**src/rtl/prl_tx_arbiter.sv**
```systemverilog
`timescale 1ns/1ps
`default_nettype none
// ============================================================================
//  Module   : prl_tx_arbiter
//  Purpose  : USB-PD protocol-layer transmit arbiter. Grants one of Hard Reset,
//             Cable Reset or SOP* message requests (HR > CR > MSG), runs one
//             PHY transmission with a timeout, and reports the outcome through
//             ALERT pulses and a sticky stop_attempting flag.
//  Ports    : CLK, reset_n (async, active-low)
//             hr_req / cr_req / msg_req   level requests, held until req_ack
//             msg_type[2:0]               TRANSMIT code, sampled at grant
//             req_ack[2:0]                one-hot grant pulse {HR,CR,MSG}
//             phy_tx_start / phy_tx_type  PHY start pulse and type code
//             phy_tx_done / phy_tx_fail   PHY completion pulses
//             busy, alert_success, alert_failed, stop_attempting
//  Params   : TIMEOUT (2..1023), RETRY_MAX
//  Options  : define TX_RETRY_EN to retry failed SOP* messages up to RETRY_MAX
//  Revision : 1.0  initial release
// ============================================================================
module prl_tx_arbiter #(
    parameter int TIMEOUT   = 900,
    parameter int RETRY_MAX = 3
) (
    input  logic       CLK,
    input  logic       reset_n,
    input  logic       hr_req,
    input  logic       cr_req,
    input  logic       msg_req,
    input  logic [2:0] msg_type,
    output logic [2:0] req_ack,
    output logic       phy_tx_start,
    output logic [2:0] phy_tx_type,
    input  logic       phy_tx_done,
    input  logic       phy_tx_fail,
    output logic       busy,
    output logic       alert_success,
    output logic       alert_failed,
    output logic       stop_attempting
);

    typedef enum logic [2:0] {
        ST_IDLE    = 3'd0,
        ST_START   = 3'd1,
        ST_WAIT    = 3'd2,
        ST_SUCCESS = 3'd3,
        ST_FAIL    = 3'd4
    } state_t;

    localparam logic [2:0] c_gnt_hr     = 3'b100;
    localparam logic [2:0] c_gnt_cr     = 3'b010;
    localparam logic [2:0] c_gnt_msg    = 3'b001;
    localparam logic [2:0] c_type_hr    = 3'b101;
    localparam logic [2:0] c_type_cr    = 3'b110;
    localparam logic [9:0] c_timer_last = 10'(TIMEOUT - 1);

    if (TIMEOUT < 2 || TIMEOUT > 1023 || RETRY_MAX < 0) begin : g_param_check
        $error("prl_tx_arbiter: TIMEOUT or RETRY_MAX out of range");
    end

    state_t     state_q, state_d;
    logic [9:0] timer_q, timer_d;
    logic [2:0] type_q,  type_d;
    logic [2:0] gnt_q,   gnt_d;     // which request owns the current transfer
    logic [2:0] ack_q,   ack_d;
    logic       start_q, start_d;
    logic       stop_q,  stop_d;

`ifdef TX_RETRY_EN
    localparam int              c_retry_w   = (RETRY_MAX > 0) ? $clog2(RETRY_MAX + 1) : 1;
    localparam logic [c_retry_w-1:0] c_retry_max = c_retry_w'(RETRY_MAX);
    logic [c_retry_w-1:0] retry_q, retry_d;
`endif

    always_comb begin
        state_d = state_q;
        timer_d = timer_q;
        type_d  = type_q;
        gnt_d   = gnt_q;
        ack_d   = 3'b000;
        start_d = 1'b0;
        stop_d  = stop_q;
`ifdef TX_RETRY_EN
        retry_d = retry_q;
`endif
        case (state_q)
            ST_IDLE: begin
                if (hr_req) begin
                    gnt_d   = c_gnt_hr;
                    type_d  = c_type_hr;
                    state_d = ST_START;
                end else if (cr_req) begin
                    gnt_d   = c_gnt_cr;
                    type_d  = c_type_cr;
                    state_d = ST_START;
                end else if (msg_req) begin
                    gnt_d   = c_gnt_msg;
                    type_d  = msg_type;
                    state_d = ST_START;
                end
                if (hr_req || cr_req || msg_req) begin
                    ack_d = gnt_d;
`ifdef TX_RETRY_EN
                    retry_d = '0;
`endif
                end
            end
            ST_START: begin
                // start_q lands in the first WAIT cycle, one cycle after req_ack
                start_d = 1'b1;
                timer_d = 10'd0;
                state_d = ST_WAIT;
            end
            ST_WAIT: begin
                timer_d = timer_q + 10'd1;
                // A finished transfer takes precedence over an HR preemption
                if (phy_tx_done) begin
                    state_d = ST_SUCCESS;
                end else if (phy_tx_fail || timer_q == c_timer_last) begin
`ifdef TX_RETRY_EN
                    if (gnt_q == c_gnt_msg && retry_q < c_retry_max) begin
                        retry_d = retry_q + 1'b1;
                        state_d = ST_START;
                    end else begin
                        state_d = ST_FAIL;
                    end
`else
                    state_d = ST_FAIL;
`endif
                end else if (hr_req && gnt_q != c_gnt_hr) begin
                    gnt_d   = c_gnt_hr;
                    type_d  = c_type_hr;
                    ack_d   = c_gnt_hr;
                    state_d = ST_START;
`ifdef TX_RETRY_EN
                    retry_d = '0;
`endif
                end
            end
            ST_SUCCESS: begin
                state_d = ST_IDLE;
            end
            ST_FAIL: begin
                state_d = ST_IDLE;
            end
            default: begin
                state_d = ST_IDLE;
            end
        endcase

        // stop_attempting changes in the same cycle the outcome is reported
        if (state_d == ST_FAIL && gnt_d != c_gnt_msg) begin
            stop_d = 1'b1;
        end else if (state_d == ST_SUCCESS && gnt_d == c_gnt_hr) begin
            stop_d = 1'b0;
        end
    end

    always_ff @(posedge CLK or negedge reset_n) begin
        if (!reset_n) begin
            state_q <= ST_IDLE;
            timer_q <= 10'd0;
            type_q  <= 3'b000;
            gnt_q   <= 3'b000;
            ack_q   <= 3'b000;
            start_q <= 1'b0;
            stop_q  <= 1'b0;
`ifdef TX_RETRY_EN
            retry_q <= '0;
`endif
        end else begin
            state_q <= state_d;
            timer_q <= timer_d;
            type_q  <= type_d;
            gnt_q   <= gnt_d;
            ack_q   <= ack_d;
            start_q <= start_d;
            stop_q  <= stop_d;
`ifdef TX_RETRY_EN
            retry_q <= retry_d;
`endif
        end
    end

    assign req_ack         = ack_q;
    assign phy_tx_start    = start_q;
    assign phy_tx_type     = type_q;
    assign busy            = (state_q != ST_IDLE);
    assign alert_success   = (state_q == ST_SUCCESS);
    assign alert_failed    = (state_q == ST_FAIL);
    assign stop_attempting = stop_q;

endmodule
`default_nettype wire

```
**config.mk**
```make
export PLATFORM = sky130hd
export DESIGN_NAME = prl_tx_arbiter
export DESIGN_NICKNAME = d
export VERILOG_FILES = /design/src/rtl/prl_tx_arbiter.sv
export SDC_FILE = /design/constraint.sdc
export NUM_CORES = 1
export LEC_CHECK = 0
export ABC_AREA = 1
export BUFFER_PORTS_ARGS = -buffer_cell sky130_fd_sc_hd__clkbuf_2
export CORE_ASPECT_RATIO = 2
export CORE_UTILIZATION = 40
export CTS_BUF_LIST = sky130_fd_sc_hd__clkbuf_2 sky130_fd_sc_hd__clkbuf_4 sky130_fd_sc_hd__clkbuf_8
export DETAILED_ROUTE_END_ITERATION = 12
export GPL_TIMING_DRIVEN = 0
export PLACE_DENSITY = 0.7
export SETUP_SLACK_MARGIN = 0.4
export SKIP_LAST_GASP = 1
export SLEW_MARGIN = 20
export SYNTH_ARGS = -nofsm -noshare
export SYNTH_HDL_FRONTEND = slang
export SYNTH_SLANG_ARGS = --single-unit
```
**constraint.sdc**
```tcl
create_clock -name CLK -period 4.68 [get_ports CLK]
set_clock_uncertainty 0.2 [all_clocks]
set_input_delay 0.234 -clock CLK [delete_from_list [all_inputs] [get_ports CLK]]
set_output_delay 0.234 -clock CLK [all_outputs]
set_load 0.01 [all_outputs]
```
==> summary.md <==
| Metric | Value |
|---|---|
| Max-cap violations | `0` |
| DP Area | `1430 µm²` |
| ANT nets after route | `0` |
| Arr. time, crit path | `1.96 ns` |
| Comb power frac | `0.448` |
| CP Launch Type | `flop` |
| Largest net degree at the start of global routing | `25` |
| Number of synthesis warnings | `0` |
| Met2 routed WL | `1630 µm` |
| Multi-input gate area | `559 µm²` |
| Total CTS buffers | `3` |
| Vias after detailed routing | `1150` |
| Crit path capture type | `flop` |
| Grt ovf | `0` |
| CP top delay family | `simple AND/OR/NAND/NOR gates` |
| Worst-Margin Slew | `0.591 ns` |
| Pwr Density | `525 nW/µm²` |
| Die outline area | `3470 µm²` |
| Pleak | `0.786 nW` |
| Overall Global Routing Usage | `0.182` |
| Met3 WL | `84 µm` |
| EDFF count, synth | `0` |
| Row count | `28` |
| Port Buffers | `20` |
| Final wirelength | `2820 µm` |
| Sequential power share | `0.396` |
| Seq/Total Area, Yosys | `0.465` |
| Register area | `601 µm²` |
| RSZ-0062 raised after global routing | `false` |
| Worst hold slack | `0.0218 ns` |
| Clock transition at the registers of the reported paths | `0.08 ns` |
| Root buffer cell | `clkbuf_8` |
| Area of the core | `3010 µm²` |
| Die height | `82.4 µm` |
| Via/cell ratio | `5.32` |
| Layout fillers | `287` |
| # DRC | `0` |
| H-tree levels | `1` |
| 1st-iter DRT viols | `29` |
| CP max FO | `4` |
| Share of layout cells above drive strength 1 | `0.269` |
| Final #Nets | `199` |
| Crit path top cell by count | `nor2_1` |
| Worst path cell trace | `ha_1 -> nand2_2 -> nor2_2 -> inv_1 -> nor2_1 -> nand4_1 -> nor2_1 -> mux2_1 -> inv_2` |
| Starting Density | `0.429` |
| Final Instance Area | `1480 µm²` |
| Max incr delay on CP | `0.39 ns` |
| Io pins | `21` |
| Area Overhead vs Synth | `14.6%` |
| Achievable clock frequency | `0.515 GHz` |
| Setup CP Type | `reg2reg` |
| Router iterations before antenna repair | `4` |
| Worst EP required | `4.70 ns` |
| First-pass GRT wire length | `4810 µm` |
| Tot Pwr | `776 µW` |
| Switching Share | `0.433` |
| Max Transition Viols Final | `0` |
| GP Congestion | `0.882` |
| Post-synthesis sequential element count | `24` |
| Mapped cell area | `1290 µm²` |
| Max clock buf depth | `2` |
| Ant diodes | `0` |
| Synthesized Nets | `173` |
| Cells after Synth | `162` |
| Max IR drop VDD | `0.225 mV` |
| Net switching power | `336 µW` |
| Final min period | `1.94 ns` |
| Yosys cell types | `27` |
| CP max stage cell | `dfrtp_1` |
| Worst R2R Setup Slack | `2.74 ns` |
| Post-synth top area share | `0.465` |
| Final period utilization | `0.415` |
| Buf/Inv on CP | `2` |
| Clk Latency, worst-skew pair | `0.27 ns` |
| DR top layer | `met4` |
| Vias in the first global route | `1192` |
| Clock sink count | `24` |
| Post-synth ARST share | `1.00` |
| Metal1 wirelength | `1040 µm` |
| Relative slew slack | `0.606` |
| Setup_tns | `0 ns` |
| Hpwl dp | `2220 µm` |
| Top FF cell, synth | `dfrtp_1` |
| Post-CTS setup buffer count | `0` |
| Initial antenna violation count | `0` |
| # setup viols final | `0` |
| Final Hold Fails | `0` |
| Power share of the clock group | `0.156` |
| Die width | `42.2 µm` |
| Mean Syn Cell Area | `7.97 µm²` |
| CTS tree | `built` |
| Hold Crit Class | `in2reg` |
| Status | `completed` |
| Per-cell routed wire length | `13.1 µm` |
| Internal power | `440 µW` |
| Area leader, netlist | `dfrtp_1` |
| Dominant cells by area after synthesis | `dfrtp_1, nand2_1, inv_1, nor2_1, o21ai_0` |
[cells in the mapped netlist, types with 2 or more instances]
master    count
nand2_1      26
inv_1        25
dfrtp_1      24
nor2_1       17
o21ai_0      11
inv_2         8
nand2_2       8
nand3_1       8
o21ai_1       8
nand4_1       3
a21oi_1       2
a31oi_1       2
nor2_2        2
nor3_1        2
nor3_2        2
o211ai_1      2
o21ai_2       2
[metrics by stage]
stage | instances | util | setup WS, ns
final | 216 | 0.491 | 2.74
after global routing | 216 | 0.491 | 2.58
after CTS | 216 | 0.491 | 2.72
after detailed placement | 212 | 0.474 | 2.77
after global placement | 212 | 0.474 | 2.81
after floorplan | 162 | - | 2.95
[power groups by stage]
stage                     registers [mW]  logic, mW  clock network [mW]
after global placement             0.309      0.339                   0
after global routing               0.314      0.393               0.132
final                              0.308      0.348               0.121
after CTS                          0.308      0.352               0.123
after detailed placement           0.312      0.350                   0
after floorplan                    0.318      0.235                   0
[final timing paths]
path	cells after the start	start	endpoint
setup reg to reg	9	timer_q[0]	timer_q[8]
min in group asynchronous	2	reset_n	state_q[0]
max in group asynchronous	2	reset_n	req_ack[1]
hold / removal	2	phy_tx_done	state_q[2]
hold reg to reg	2	stop_attempting	stop_attempting
setup / recovery	9	timer_q[0]	timer_q[8]
[metal layers]
layer | vias to the layer above | global-route usage
met3 | 8 | 0.0283
met2 | 32 | 0.345
met4 | 0 | 0.109
met5 | - | 0
li1 | 566 | -
met1 | 544 | 0.180
[logic make-up after synthesis]
logic type	after synthesis	synth area share
AOI/OAI and AO/OA	31	0.141
adders and majority gates	1	0.00969
buffers and inverters	34	0.102
DFF	24	0.465
muxes	1	0.00872
and+or+nand+nor	71	0.274
[final cells by class]
cell class,instances,area share
Buffer,1,0.00507
Clock buffer,3,0.0279
Inverter,33,0.0837
Multi-Input combinational cell,104,0.378
Sequential cell,24,0.406
Tap cell,30,0.0254
Timing Repair Buffer,21,0.0744
[worst register-to-register path: stages, from the launching register on]
cell and delay [ns]:
dfrtp_1 0.39, ha_1 0.23, nand2_2 0.09, nor2_2 0.10
inv_1 0.05, nor2_1 0.19, nand4_1 0.15, nor2_1 0.12
mux2_1 0.34, inv_2 0.05
[sequential cells by signal, summed over array words and instances (netlist names)]
signal	flops
stop_attempting	1
phy_tx_start	1
req_ack	3
timer_q	10
gnt_q	3
phy_tx_type	3
state_q	3
[timing repair]
item / CTS / global route
hold buffers: 1 / 0
endpoints found under the hold margin: 24 / 0
gates resized for setup: 0 / 0
[layout by cell type, fill, tap and decap left out, types with 8 or more instances in the layout]
cell      netlist  routed
nand2_2         8       8
o21ai_1         8       8
o21ai_0        11      11
inv_2           8       8
nand2_1        26      26
nand3_1         8       8
inv_1          25      25
dfrtp_1        24      24
clkbuf_2        0      20
nor2_1         17      17
(Power assumes the default switching activity.)
